$ cat src/rtl/wb_stage_pkg.sv
// Shared definitions for the writeback stage: widths, load-type codes, FSM states.
package wb_stage_pkg;

    localparam int DATA_WIDTH = 32;
    localparam int ADDR_WIDTH = 5;
    localparam int BE_WIDTH   = DATA_WIDTH / 8;

    typedef enum logic [2:0] {
        LD_LB   = 3'd0,
        LD_LBU  = 3'd1,
        LD_LH   = 3'd2,
        LD_LHU  = 3'd3,
        LD_LW   = 3'd4,
        LD_LWL  = 3'd5,
        LD_LWR  = 3'd6,
        LD_RSVD = 3'd7
    } ld_type_e;

    typedef enum logic {
        ST_IDLE      = 1'b0,
        ST_WAIT_LOAD = 1'b1
    } wb_state_e;

endpackage

$ cat src/rtl/wb_stage_load_align.sv
// Combinational load alignment: picks/extends bytes and halfwords and
// builds the partial-word merges for LWL/LWR.
module load_align
    import wb_stage_pkg::*;
(
    input  logic [2:0]            ld_type,
    input  logic [1:0]            addr_lo,
    input  logic [DATA_WIDTH-1:0] rdata,
    output logic [DATA_WIDTH-1:0] wdata,
    output logic [BE_WIDTH-1:0]   byte_wen
);

    logic [4:0]  sh_lo;
    logic [4:0]  sh_lwl;
    logic [7:0]  byte_sel;
    logic [15:0] half_sel;
    logic [DATA_WIDTH-1:0] byte_shifted;

    // LWL shifts by 3-lo bytes, which for a 2-bit value is simply ~lo.
    assign sh_lo        = {addr_lo, 3'b000};
    assign sh_lwl       = {~addr_lo, 3'b000};
    assign byte_shifted = rdata >> sh_lo;
    assign byte_sel     = byte_shifted[7:0];
    assign half_sel     = addr_lo[1] ? rdata[31:16] : rdata[15:0];

    // Select data and byte enables according to the load type.
    always_comb begin
        wdata    = rdata;
        byte_wen = '1;
        case (ld_type_e'(ld_type))
            LD_LB:  wdata = {{24{byte_sel[7]}}, byte_sel};
            LD_LBU: wdata = {24'd0, byte_sel};
            LD_LH:  wdata = {{16{half_sel[15]}}, half_sel};
            LD_LHU: wdata = {16'd0, half_sel};
            LD_LWL: begin
                wdata    = rdata << sh_lwl;
                byte_wen = 4'(4'b1111 << ~addr_lo);
            end
            LD_LWR: begin
                wdata    = rdata >> sh_lo;
                byte_wen = 4'b1111 >> addr_lo;
            end
            default: wdata = rdata;
        endcase
    end

endmodule

$ cat src/rtl/wb_stage.sv
// Writeback stage: registers ALU results straight through, parks loads until
// the data memory returns, then writes the aligned value and reports the commit.
//
// state        | meaning
// ST_IDLE      | ready for a new instruction; non-loads retire next cycle
// ST_WAIT_LOAD | load latched, waiting for dmem_rvalid
module wb_stage
    import wb_stage_pkg::*;
#(
    parameter int DATA_WIDTH = wb_stage_pkg::DATA_WIDTH,
    parameter int ADDR_WIDTH = wb_stage_pkg::ADDR_WIDTH
) (
    input  logic                    clk,
    input  logic                    rst,
    input  logic                    in_valid,
    output logic                    in_ready,
    input  logic [31:0]             in_pc,
    input  logic [ADDR_WIDTH-1:0]   in_rd,
    input  logic                    in_is_load,
    input  logic [2:0]              in_ld_type,
    input  logic [1:0]              in_addr_lo,
    input  logic [DATA_WIDTH-1:0]   in_result,
    input  logic                    dmem_rvalid,
    input  logic [DATA_WIDTH-1:0]   dmem_rdata,
    output logic [ADDR_WIDTH-1:0]   rf_waddr,
    output logic [DATA_WIDTH/8-1:0] rf_byte_wen,
    output logic [DATA_WIDTH-1:0]   rf_wdata,
    output logic                    commit_valid,
    output logic [31:0]             commit_pc
);

    wb_state_e state_q, state_d;

    logic [ADDR_WIDTH-1:0]   ld_rd_q, ld_rd_d;
    logic [2:0]              ld_type_q, ld_type_d;
    logic [1:0]              ld_lo_q, ld_lo_d;
    logic [31:0]             ld_pc_q, ld_pc_d;

    logic [ADDR_WIDTH-1:0]   rf_waddr_q, rf_waddr_d;
    logic [DATA_WIDTH/8-1:0] rf_byte_wen_q, rf_byte_wen_d;
    logic [DATA_WIDTH-1:0]   rf_wdata_q, rf_wdata_d;
    logic                    commit_valid_q, commit_valid_d;
    logic [31:0]             commit_pc_q, commit_pc_d;

    logic [DATA_WIDTH-1:0]   al_wdata;
    logic [DATA_WIDTH/8-1:0] al_byte_wen;

    load_align u_load_align (
        .ld_type  (ld_type_q),
        .addr_lo  (ld_lo_q),
        .rdata    (dmem_rdata),
        .wdata    (al_wdata),
        .byte_wen (al_byte_wen)
    );

    assign in_ready = (state_q == ST_IDLE);

    // Next-state and next-output logic; outputs default to an idle (no-write) cycle.
    always_comb begin
        state_d        = state_q;
        ld_rd_d        = ld_rd_q;
        ld_type_d      = ld_type_q;
        ld_lo_d        = ld_lo_q;
        ld_pc_d        = ld_pc_q;
        rf_waddr_d     = '0;
        rf_byte_wen_d  = '0;
        rf_wdata_d     = '0;
        commit_valid_d = 1'b0;
        commit_pc_d    = '0;
        case (state_q)
            ST_IDLE: begin
                if (in_valid) begin
                    if (in_is_load) begin
                        ld_rd_d   = in_rd;
                        ld_type_d = in_ld_type;
                        ld_lo_d   = in_addr_lo;
                        ld_pc_d   = in_pc;
                        state_d   = ST_WAIT_LOAD;
                    end else begin
                        rf_waddr_d     = in_rd;
                        rf_byte_wen_d  = (in_rd == '0) ? '0 : '1;
                        rf_wdata_d     = in_result;
                        commit_valid_d = 1'b1;
                        commit_pc_d    = in_pc;
                    end
                end
            end
            ST_WAIT_LOAD: begin
                if (dmem_rvalid) begin
                    rf_waddr_d     = ld_rd_q;
                    rf_byte_wen_d  = (ld_rd_q == '0) ? '0 : al_byte_wen;
                    rf_wdata_d     = al_wdata;
                    commit_valid_d = 1'b1;
                    commit_pc_d    = ld_pc_q;
                    state_d        = ST_IDLE;
                end
            end
            default: state_d = ST_IDLE;
        endcase
    end

    // State, latched load context and registered writeback outputs.
    always_ff @(posedge clk or negedge rst) begin
        if (!rst) begin
            state_q        <= ST_IDLE;
            ld_rd_q        <= '0;
            ld_type_q      <= '0;
            ld_lo_q        <= '0;
            ld_pc_q        <= '0;
            rf_waddr_q     <= '0;
            rf_byte_wen_q  <= '0;
            rf_wdata_q     <= '0;
            commit_valid_q <= 1'b0;
            commit_pc_q    <= '0;
        end else begin
            state_q        <= state_d;
            ld_rd_q        <= ld_rd_d;
            ld_type_q      <= ld_type_d;
            ld_lo_q        <= ld_lo_d;
            ld_pc_q        <= ld_pc_d;
            rf_waddr_q     <= rf_waddr_d;
            rf_byte_wen_q  <= rf_byte_wen_d;
            rf_wdata_q     <= rf_wdata_d;
            commit_valid_q <= commit_valid_d;
            commit_pc_q    <= commit_pc_d;
        end
    end

    assign rf_waddr     = rf_waddr_q;
    assign rf_byte_wen  = rf_byte_wen_q;
    assign rf_wdata     = rf_wdata_q;
    assign commit_valid = commit_valid_q;
    assign commit_pc    = commit_pc_q;

endmodule

$ cat config.mk
export PLATFORM = sky130hd
export DESIGN_NAME = wb_stage
export DESIGN_NICKNAME = d
export VERILOG_FILES = /design/src/rtl/wb_stage_pkg.sv /design/src/rtl/wb_stage_load_align.sv /design/src/rtl/wb_stage.sv
export SDC_FILE = /design/constraint.sdc
export NUM_CORES = 1
export LEC_CHECK = 0
export ABC_AREA = 1
export CAP_MARGIN = 40
export CORE_MARGIN = 1.5
export CORE_UTILIZATION = 45
export DETAILED_ROUTE_END_ITERATION = 8
export GPL_ROUTABILITY_DRIVEN = 0
export PLACE_DENSITY_LB_ADDON = 0.12
export SLEW_MARGIN = 20
export SYNTH_ARGS = -nofsm -noshare
export SYNTH_HDL_FRONTEND = slang
export SYNTH_SLANG_ARGS = --single-unit
export TNS_END_PERCENT = 20
$ cat constraint.sdc
create_clock -name clk -period 1.95 [get_ports clk]
set_input_delay 0.2925 -clock clk [delete_from_list [all_inputs] [get_ports clk]]
set_output_delay 0.2925 -clock clk [all_outputs]
set_load 0.1 [all_outputs]
# Word level (Yosys, flattened, before mapping)
# Cells that the tools add are included.
# word_totals
reg_bits,117
input_bits,111
output_inout_bits,75
wordCells,54
# op_classes
eq_ne,5
shifts,4
muxes,29
bitwise,2
n_reduce_logical,4
# op_table
op,count
two-way mux 32 bit,6
case mux 32 bit (6 select lines),1
case mux 32 bit (2 select lines),2
left shift 32 x 5 -> 32 bit,1
>> shifter 32 x 5 -> 32 bit,1
two-way mux 4 bit,5
two-way mux 16 bit,1
case mux 4 bit (2 select lines),2
two-way mux 5 bit,3
zero test 5 bit,2
case mux 5 bit (2 select lines),1
"== test 3 x 2 -> 1 bit, second input constant",2
"== test 3 bit, second input constant",2
two-way mux 1 bit,6
case mux 1 bit (2 select lines),2
"left shift 4 x 2 -> 4 bit, first input constant",1
">> shifter 4 x 2 -> 4 bit, first input constant",1
"== test 3 x 1 -> 1 bit, second input constant",1
zero test 3 bit,1
AND reduction 3 bit,1
inverter 2 bit,1
inverter 1 bit,1

# Depth between registers and ports, before layout
# Gate-level depths: netlist of the first run.
# logic_depth
word_depth,6
ltp_mapped,10

# Hierarchy
# From an unflattened synthesis of the first run, not the netlist that was laid out.
# hier_totals
cells_unflattened,950
area_unflattened_um2,6822.8
# by_module_without_submodules
mod,n_inst,cells_each,area_each_um2,seq_area_each_um2
wb_stage,1,476,4713.3,2927.8
load_align,1,474,2109.5,0.0

# Least setup slack after synthesis of the first run
# Ideal clock, no wire load.
# synth_timing
kind,flip-flop to flip-flop
startpoint,register state_q
endpoint,register ld_pc_q[10]
arrival_time_ps,1767
t_required_ps,1820
slack_ps,53
path_stages_with_launch,7
path_buffers,2
synth_period_minus_slack_ps,1897
path_cell_list,dfrtp_1 -> inv_1 -> nand3_1 -> buf_2 -> buf_2 -> nand2_1 -> o21ai_0
# synth_via
elab_chain_len,2
# synth_rtl
element,line_no,rtl
start: declaration,wb_stage.sv:32,"wb_state_e state_q, state_d;"
start signal: assignment,wb_stage.sv:116,state_q <= state_d;
inverter 1 bit (no source line),n/a,
net in_ready,wb_stage.sv:16,"output logic in_ready,"
AND reduction 3 bit (no source line),n/a,
end signal: assignment,wb_stage.sv:120,ld_pc_q <= ld_pc_d;
end: declaration,wb_stage.sv:37,"logic [31:0] ld_pc_q, ld_pc_d;"
# The timed path passes the listed nets, and every way through them passes these cells.
# A chain may end at the register's enable or synchronous reset.

# Final worst setup path of the first run
# layout_timing
startpoint,register ld_type_q[0]
endpoint,register rf_wdata_q[16] (netlist: rf_wdata[16])
# layout_via
elab_chain_len,4
elab_cells_between_ends,9
classes_between,eq/ne: 5; mux: 3; reduce/logical: 1
# layout_rtl
element,line_no,rtl
start: declaration,wb_stage.sv:35,"logic [2:0] ld_type_q, ld_type_d;"
start signal: assignment,wb_stage.sv:118,ld_type_q <= ld_type_d;
"== test 3 bit, or another cell as far along",wb_stage_load_align.sv:30,case (ld_type_e'(ld_type))
case mux 32 bit (6 select lines) (*),wb_stage_load_align.sv:30,
two-way mux 32 bit (*),wb_stage.sv:89,if (dmem_rvalid) begin
case mux 32 bit (2 select lines) (*),wb_stage.sv:70,case (state_q)
net rf_wdata_d[16],wb_stage.sv:41,"logic [DATA_WIDTH-1:0] rf_wdata_q, rf_wdata_d;"
end signal: assignment,wb_stage.sv:123,rf_wdata_q <= rf_wdata_d;
end: declaration,wb_stage.sv:41,
# The timed path passes the listed nets; every way through them passes the cells marked *.

==> metrics.md, run 1 <==
| Metric | Value |
|---|---|
| Setup TNS | `0 ns` |
| Post-synth top area share | `46.2%` |
| Hold Slack | `0.339 ns` |
| Reg power frac | `29.9%` |
| Vias per inst | `5.05` |
| IO Pins | `186` |
| Share of post-route cells with drive strength above 1 | `14.3%` |
| Antenna violations before repair | `0` |
| Post-Syn Area per Cell | `7.24 um2` |
| Clock Sinks | `117` |
| Final Total Pwr | `9.74 mW` |
| HPWL Detailed | `12,500 um` |
| Total GRT Usage | `25.1%` |
| CTS buffer count | `17` |
| Max clock buf depth | `2` |
| Final Cycle Share | `88.7%` |
| Area growth, synth to finish | `39.4%` |
| H-tree depth | `4` |
| DR iter-0 viols | `490` |
| Rows | `43` |
| Leakage | `4.58 nW` |
| Hold Path Class | `primary input to async pin` |
| Area contributors post-synth | `dfrtp_1, nand2_1, nand3_1, o21ai_0, inv_1` |
| RSZ-0062 raised after global routing | `false` |
| CTS tree | `done` |
| Clock power share | `33.5%` |
| Vias | `6,293` |
| Reg-to-Reg End | `rf_wdata[16]` |
| Tmin final | `1.73 ns` |
| Max Cap Viol | `0` |
| Clock Pin Slew Worst Setup and Hold Paths | `0.05 ns` |
| Unique masters post-synth | `29` |
| EDFF count, synth | `0` |
| P per Cell Area | `1100 mW/mm2` |
| NumNets Final | `1,165` |
| DRT Pass-1 Iters | `5` |
| CP required | `2.29 ns` |
| Most frequently used flop master after synthesis | `dfrtp_1` |
| Worst flop-to-flop path startpoint | `ld_type_q[0]` |
| YS warnings | `0` |
| Cell count after synthesis | `875` |
| Routed Antenna Nets | `0` |
| Slew Viols, Final | `0` |
| Endpoints failing hold | `0` |
| Final wirelength | `17,800 um` |
| Largest net degree at the start of global routing | `86` |
| Core area | `0.0138 mm2` |
| Status | `finished clean` |
| Remaining global-route overflow | `0` |
| Int Power | `5.98 mW` |
| First-pass GRT wire length | `28,700 um` |
| Syn nets | `986` |
| Die H | `122 um` |
| Syn Std Cell Area | `0.00633 mm2` |
| Sequential area share after synthesis | `46.2%` |
| Setup WS post-layout | `0.220 ns` |
| Post-synthesis async set-or-reset flop share | `100%` |
| FF-to-FF setup slack | `0.22 ns` |
| Die width | `122 um` |
| Number of global-route vias before repair | `5,852` |
| F_max | `0.578 GHz` |
| CP Launch Type | `register` |
| Slew HR | `66.8%` |
| Die area | `0.0148 mm2` |
| Diodes inserted | `0` |
| P_sw | `3.76 mW` |
| Clk_skew | `0.0137 ns` |
| Place WS | `0.137 ns` |
| Worst Path Max Fanout | `9` |
| Routed len/inst | `14.3 um` |
| Initial Util | `45.8%` |
| Crit path capture type | `register` |
| Worst slew pin tran | `0.497 ns` |
| Comb power frac | `36.6%` |
| Root Buffer | `clkbuf_16` |
| Finish-stage setup viols | `0` |
| Critical path class | `register to register` |
| Clk_lat worst skew | `0.41 ns` |
| Worst reg2reg path depth | `7` |
| Port Buf Inserts | `185` |
| DRC viols | `0` |
| VDD IR max | `0.616 mV` |
| Critical path arrival | `2.07 ns` |
| Final core occ | `63.8%` |
| Post-CTS Resized | `0` |
| Largest area contributor in the netlist | `dfrtp_1` |
| #FFs+latches synth | `117` |
| Switching share of power | `38.6%` |
[repair_timing]
item                      in CTS  in global routing
hold endpoints to repair      24                  0
hold buffers                   1                  0
setup buffers                  0                  0
[kinds of logic (layout without fill, tap and decap cells)]
logic type             count (synthesis)  in the layout  synth area share (%)
DFF                                  117            117                  46.2
buffers and inverters                128            318                  9.60
AOI/OAI and AO/OA                    136            136                  11.8
and+or+nand+nor                      494            494                  32.4
[worst max-delay path, cell delays in order, from the launching register on]
cell and delay, ns:
dfrtp_1 0.44, inv_2 0.10, nand3_1 0.23, nor2_2 0.48
nand2_1 0.09, nand2_1 0.09, o21ai_0 0.15, nand2_1 0.09
[how the worst max path moves through the flow]
stage	cells after the start	slack (ns)	from	end
2_1_floorplan	6	0.05	state_q	ld_pc_q[10]
5_1_grt	8	0.08	ld_lo_q[0]	rf_wdata[23]
3_5_place_dp	7	0.14	dmem_rdata[7]	rf_wdata[16]
4_1_cts	8	0.21	ld_type_q[1]	rf_wdata[10]
3_3_place_gp	7	0.15	dmem_rdata[7]	rf_wdata[16]
6_report	7	0.22	ld_type_q[0]	rf_wdata[16]
[flip-flops by register name, indices dropped and copies added, names as in the netlist]
name and count:
commit_pc 32, ld_pc_q 32, ld_lo_q 2, ld_type_q 3, rf_waddr 5, state_q 1
commit_valid 1, rf_wdata 32, ld_rd_q 5, rf_byte_wen 4
[placed cells by master, fill, tap and decap left out, types with 2 or more instances in the layout]
cell / netlist / routed
bufinv_16: 0 / 4
o21ai_0: 85 / 85
inv_2: 5 / 5
o21ai_2: 10 / 10
clkdlybuf4s50_1: 0 / 109
and2_1: 9 / 9
clkbuf_8: 5 / 3
clkbuf_1: 16 / 2
o22ai_1: 3 / 3
nand2_1: 321 / 321
buf_4: 2 / 91
nand4_1: 9 / 9
clkbuf_16: 0 / 17
o211ai_1: 8 / 8
buf_12: 0 / 8
nand3_2: 1 / 2
nor2_1: 61 / 61
nor3_1: 2 / 2
inv_1: 72 / 72
clkinvlp_4: 0 / 2
nor2_2: 2 / 2
a21oi_1: 29 / 29
dfrtp_1: 117 / 116
nand3_1: 85 / 84
[synth_stat cells (3+ instances only)]
| master | count |
|---|---|
| buf_6 | 3 |
| nand3_1 | 85 |
| clkbuf_1 | 16 |
| nand4_1 | 9 |
| nand2_1 | 321 |
| o21ai_0 | 85 |
| buf_2 | 22 |
| o21ai_2 | 10 |
| o211ai_1 | 8 |
| nor2_1 | 61 |
| and2_1 | 9 |
| dfrtp_1 | 117 |
| inv_1 | 72 |
| clkbuf_8 | 5 |
| a21oi_1 | 29 |
| inv_2 | 5 |
| o22ai_1 | 3 |
[metal layers]
layer  wire, um  GRT usage, %  vias to the layer above
met1       7500          32.0                     2847
li1           -             -                     3146
met5          0             0                        -
met2       8570          41.1                      264
met4        514          11.5                        0
met3       1240          5.24                       36
[power groups by stage]
stage          combinational [mW]  sequential, mW  clock [mW]
3_3_place_gp                 3.52            2.95           0
4_1_cts                      3.55            2.91        3.32
5_1_grt                      3.85            2.95        3.44
3_5_place_dp                 3.54            2.95           0
6_report                     3.56            2.92        3.26
2_1_floorplan                1.44            4.07           0
[through the flow]
step	cell area (um2)	std cells
2_1_floorplan	6330	875
3_3_place_gp	8180	1213
3_5_place_dp	8180	1213
4_1_cts	8810	1244
5_1_grt	8830	1245
6_report	8830	1245
[layout make-up]
class / instances / area [um2]
Sequential cell: 117 / 2930
Timing Repair Buffer: 210 / 1960
Fill cell: 1223 / 5000
Clock buffer: 22 / 474
Multi-Input combinational cell: 630 / 2800
Tap cell: 180 / 225
Clock inverter: 8 / 149
Inverter: 78 / 293
(Power assumes the default switching activity.)
==> inputs of run 2 (changes only) <==
--- a/config.mk
+++ b/config.mk
@@ -11,6 +11,7 @@
 export CORE_UTILIZATION = 45
 export DETAILED_ROUTE_END_ITERATION = 8
 export GPL_ROUTABILITY_DRIVEN = 0
+export HOLD_SLACK_MARGIN = 0.05
 export PLACE_DENSITY_LB_ADDON = 0.12
 export SLEW_MARGIN = 20
 export SYNTH_ARGS = -nofsm -noshare
==> results of run 2 <==
The final DEF is identical to that of run 1; final timing and power are the same.
==> inputs of run 3 (changes only) <==
--- a/config.mk
+++ b/config.mk
@@ -13,6 +13,7 @@
 export GPL_ROUTABILITY_DRIVEN = 0
 export HOLD_SLACK_MARGIN = 0.05
 export PLACE_DENSITY_LB_ADDON = 0.12
+export SETUP_SLACK_MARGIN = 0.1
 export SLEW_MARGIN = 20
 export SYNTH_ARGS = -nofsm -noshare
 export SYNTH_HDL_FRONTEND = slang
==> constraint.sdc (replaced) <==
create_clock -name clk -period 2 [get_ports clk]
set_input_delay 0.3 -clock clk [delete_from_list [all_inputs] [get_ports clk]]
set_output_delay 0.3 -clock clk [all_outputs]
set_load 0.1 [all_outputs]
==> metrics.md, run 3 (same netlist as run 1, synthesis figures left out) <==
| Metric | Value |
|---|---|
| Max clock buf depth | `2 (unchanged)` |
| Root Buffer | `clkbuf_16` |
| Number of fill cells | `1,260 (+3.0%)` |
| Worst slew pin tran | `0.523 ns (+0.0262 ns)` |
| Setup TNS | `0 ns (unchanged)` |
| Die area | `0.0148 mm2 (unchanged)` |
| Place WS | `0.171 ns (+0.0343 ns)` |
| Leakage | `4.56 nW (-0.29%)` |
| Slew Viols, Final | `0 (unchanged)` |
| Largest net degree at the start of global routing | `86 (unchanged)` |
| Hold Path Class | `primary input to async pin` |
| Critical path class | `register to register` |
| Most frequent cells in the layout | `nand2_1, dfrtp_1, clkdlybuf4s50_1, buf_4, o21ai_0` |
| Area growth, synth to finish | `38.9%` |
| Critical path arrival | `2.09 ns (+0.02 ns)` |
| Total GRT Usage | `25.2% (+0.11 points)` |
| Rows | `43 (unchanged)` |
| Finish-stage setup viols | `0 (unchanged)` |
| Storage cell area | `0.00293 mm2 (unchanged)` |
| Die H | `122 um (unchanged)` |
| Clk_skew | `0.0100 ns (-0.00367 ns)` |
| Vias per inst | `5.12 (+1.3%)` |
| Share of post-route cells with drive strength above 1 | `14.6% (+0.33 points)` |
| Initial Util | `45.8% (unchanged)` |
| Endpoints failing hold | `0 (unchanged)` |
| Setup WS post-layout | `0.250 ns (+0.0297 ns)` |
| Number of global-route vias before repair | `5,968 (+2.0%)` |
| First-pass GRT wire length | `28,900 um (+0.70%)` |
| Final core occ | `63.6% (-0.23 points)` |
| Clock Pin Slew Worst Setup and Hold Paths | `0.06 ns (about the same)` |
| CP Launch Type | `register` |
| DR iter-0 viols | `447 (-8.8%)` |
| CP required | `2.34 ns (+0.05 ns)` |
| F_max | `0.571 GHz (-1.2%)` |
| RSZ-0062 raised after global routing | `false` |
| Final wirelength | `17,800 um (about the same)` |
| IO Pins | `186 (unchanged)` |
| Hold buffers post-CTS | `1 (unchanged)` |
| Met3 GRT Util | `4.45% (-0.80 points)` |
| Routed len/inst | `14.3 um (-0.29%)` |
| Post-CTS Setup Bufs | `0 (unchanged)` |
| NumNets Final | `1,166 (+0.086%)` |
| Slew HR | `65.1% (-1.7 points)` |
| Remaining global-route overflow | `0 (unchanged)` |
| Clock Sinks | `117 (unchanged)` |
| Met2 Usage GRT | `43.1% (+1.9 points)` |
| Multi-input logic area | `0.00280 mm2 (unchanged)` |
| Post-DP Area | `0.00815 mm2 (-0.43%)` |
| CTS buffer count | `17 (unchanged)` |
| Crit path capture type | `register` |
| Clk_lat worst skew | `0.41 ns (about the same)` |
| DRC viols | `0 (unchanged)` |
| VDD IR max | `0.593 mV (-3.8%)` |
| Port Buf Inserts | `185 (unchanged)` |
| Max Cap Viol | `0 (unchanged)` |
| Diodes inserted | `0 (unchanged)` |
| Core area | `0.0138 mm2 (unchanged)` |
| Worst Path Max Fanout | `9 (unchanged)` |
| CTS tree | `done` |
| Final Total Pwr | `9.53 mW (-2.1%)` |
| P per Cell Area | `1080 mW/mm2 (-1.8%)` |
| Final Cycle Share | `87.5% (-1.2 points)` |
| H-tree depth | `4 (unchanged)` |
| DRT Pass-1 Iters | `5 (unchanged)` |
| HPWL Detailed | `12,500 um (+0.66%)` |
| Post-route cell area | `0.00879 mm2 (-0.35%)` |
| Die width | `122 um (unchanged)` |
| Status | `finished clean` |
| GR peak layer | `met2` |
| Tmin final | `1.75 ns (+0.0203 ns)` |
| Routed Antenna Nets | `0 (unchanged)` |
| Global routing usage on met1 | `31.7% (-0.26 points)` |
| Antenna violations before repair | `0 (unchanged)` |
| Post-CTS Resized | `0 (unchanged)` |
| Vias | `6,391 (+1.6%)` |
| Most common cell after layout, fill and taps aside | `nand2_1` |
## run 3: changes by cell type in the layout (fill, tap and decap cells not counted), moves of 2 or more
| cell | before | now |
|---|---|---|
| inv_6 | 0 | 4 |
| buf_4 | 91 | 97 |
| clkbuf_8 | 3 | 1 |
| buf_12 | 8 | 4 |
## run 3: area by class of cell
type                    count  share of cell area (%)
clock inverters            13                    2.22
clock buffers              19                    5.04
flip-flops and latches    117                    33.3
repair buffers            211                    21.7
well taps                 180                    2.56
inverters                  78                    3.33
multi-input cells         630                    31.8
## run 3: critical path: stages, from the launching register on
cell     delay (ns)
dfrtp_1        0.44
inv_2          0.10
nand3_1        0.23
nor2_2         0.48
nand2_1        0.10
nand2_1        0.08
o21ai_0        0.16
nand2_1        0.10
## run 3: power breakdown
part	total, mW	internal, mW	switching (mW)
clock	3.26	2.14	1.12
sequential	2.86	2.68	0.173
combinational	3.42	0.949	2.47
total	9.53	5.77	3.76
## run 3: path summary, 6_finish.rpt
kind                            cells after the start          start            end  slack [ns]
worst max-delay path                                7   ld_type_q[0]   rf_wdata[16]        0.25
worst max register to register                      7   ld_type_q[0]   rf_wdata[16]        0.25
min in group clk                                    3  in_result[12]   rf_wdata[12]        0.42
worst min-delay path                                2            rst  commit_pc[13]        0.40
max in group asynchronous                           3            rst     ld_pc_q[8]        0.95
worst min register to register                      2    ld_pc_q[16]  commit_pc[16]        0.48
## run 3: routing by layer
metal / wire (um) / vias up
li1: - / 3155
met1: 7420 / 2942
met2: 8870 / 267
met3: 1230 / 27
met4: 309 / 0
met5: 0 / -
## run 3: through the flow
stage	hold slack (ns)	instances
4_1_cts	0.404	1248
2_1_floorplan	0.00441	875
5_1_grt	0.414	1248
6_report	0.400	1248
3_3_place_gp	0.314	1215
3_5_place_dp	0.313	1215
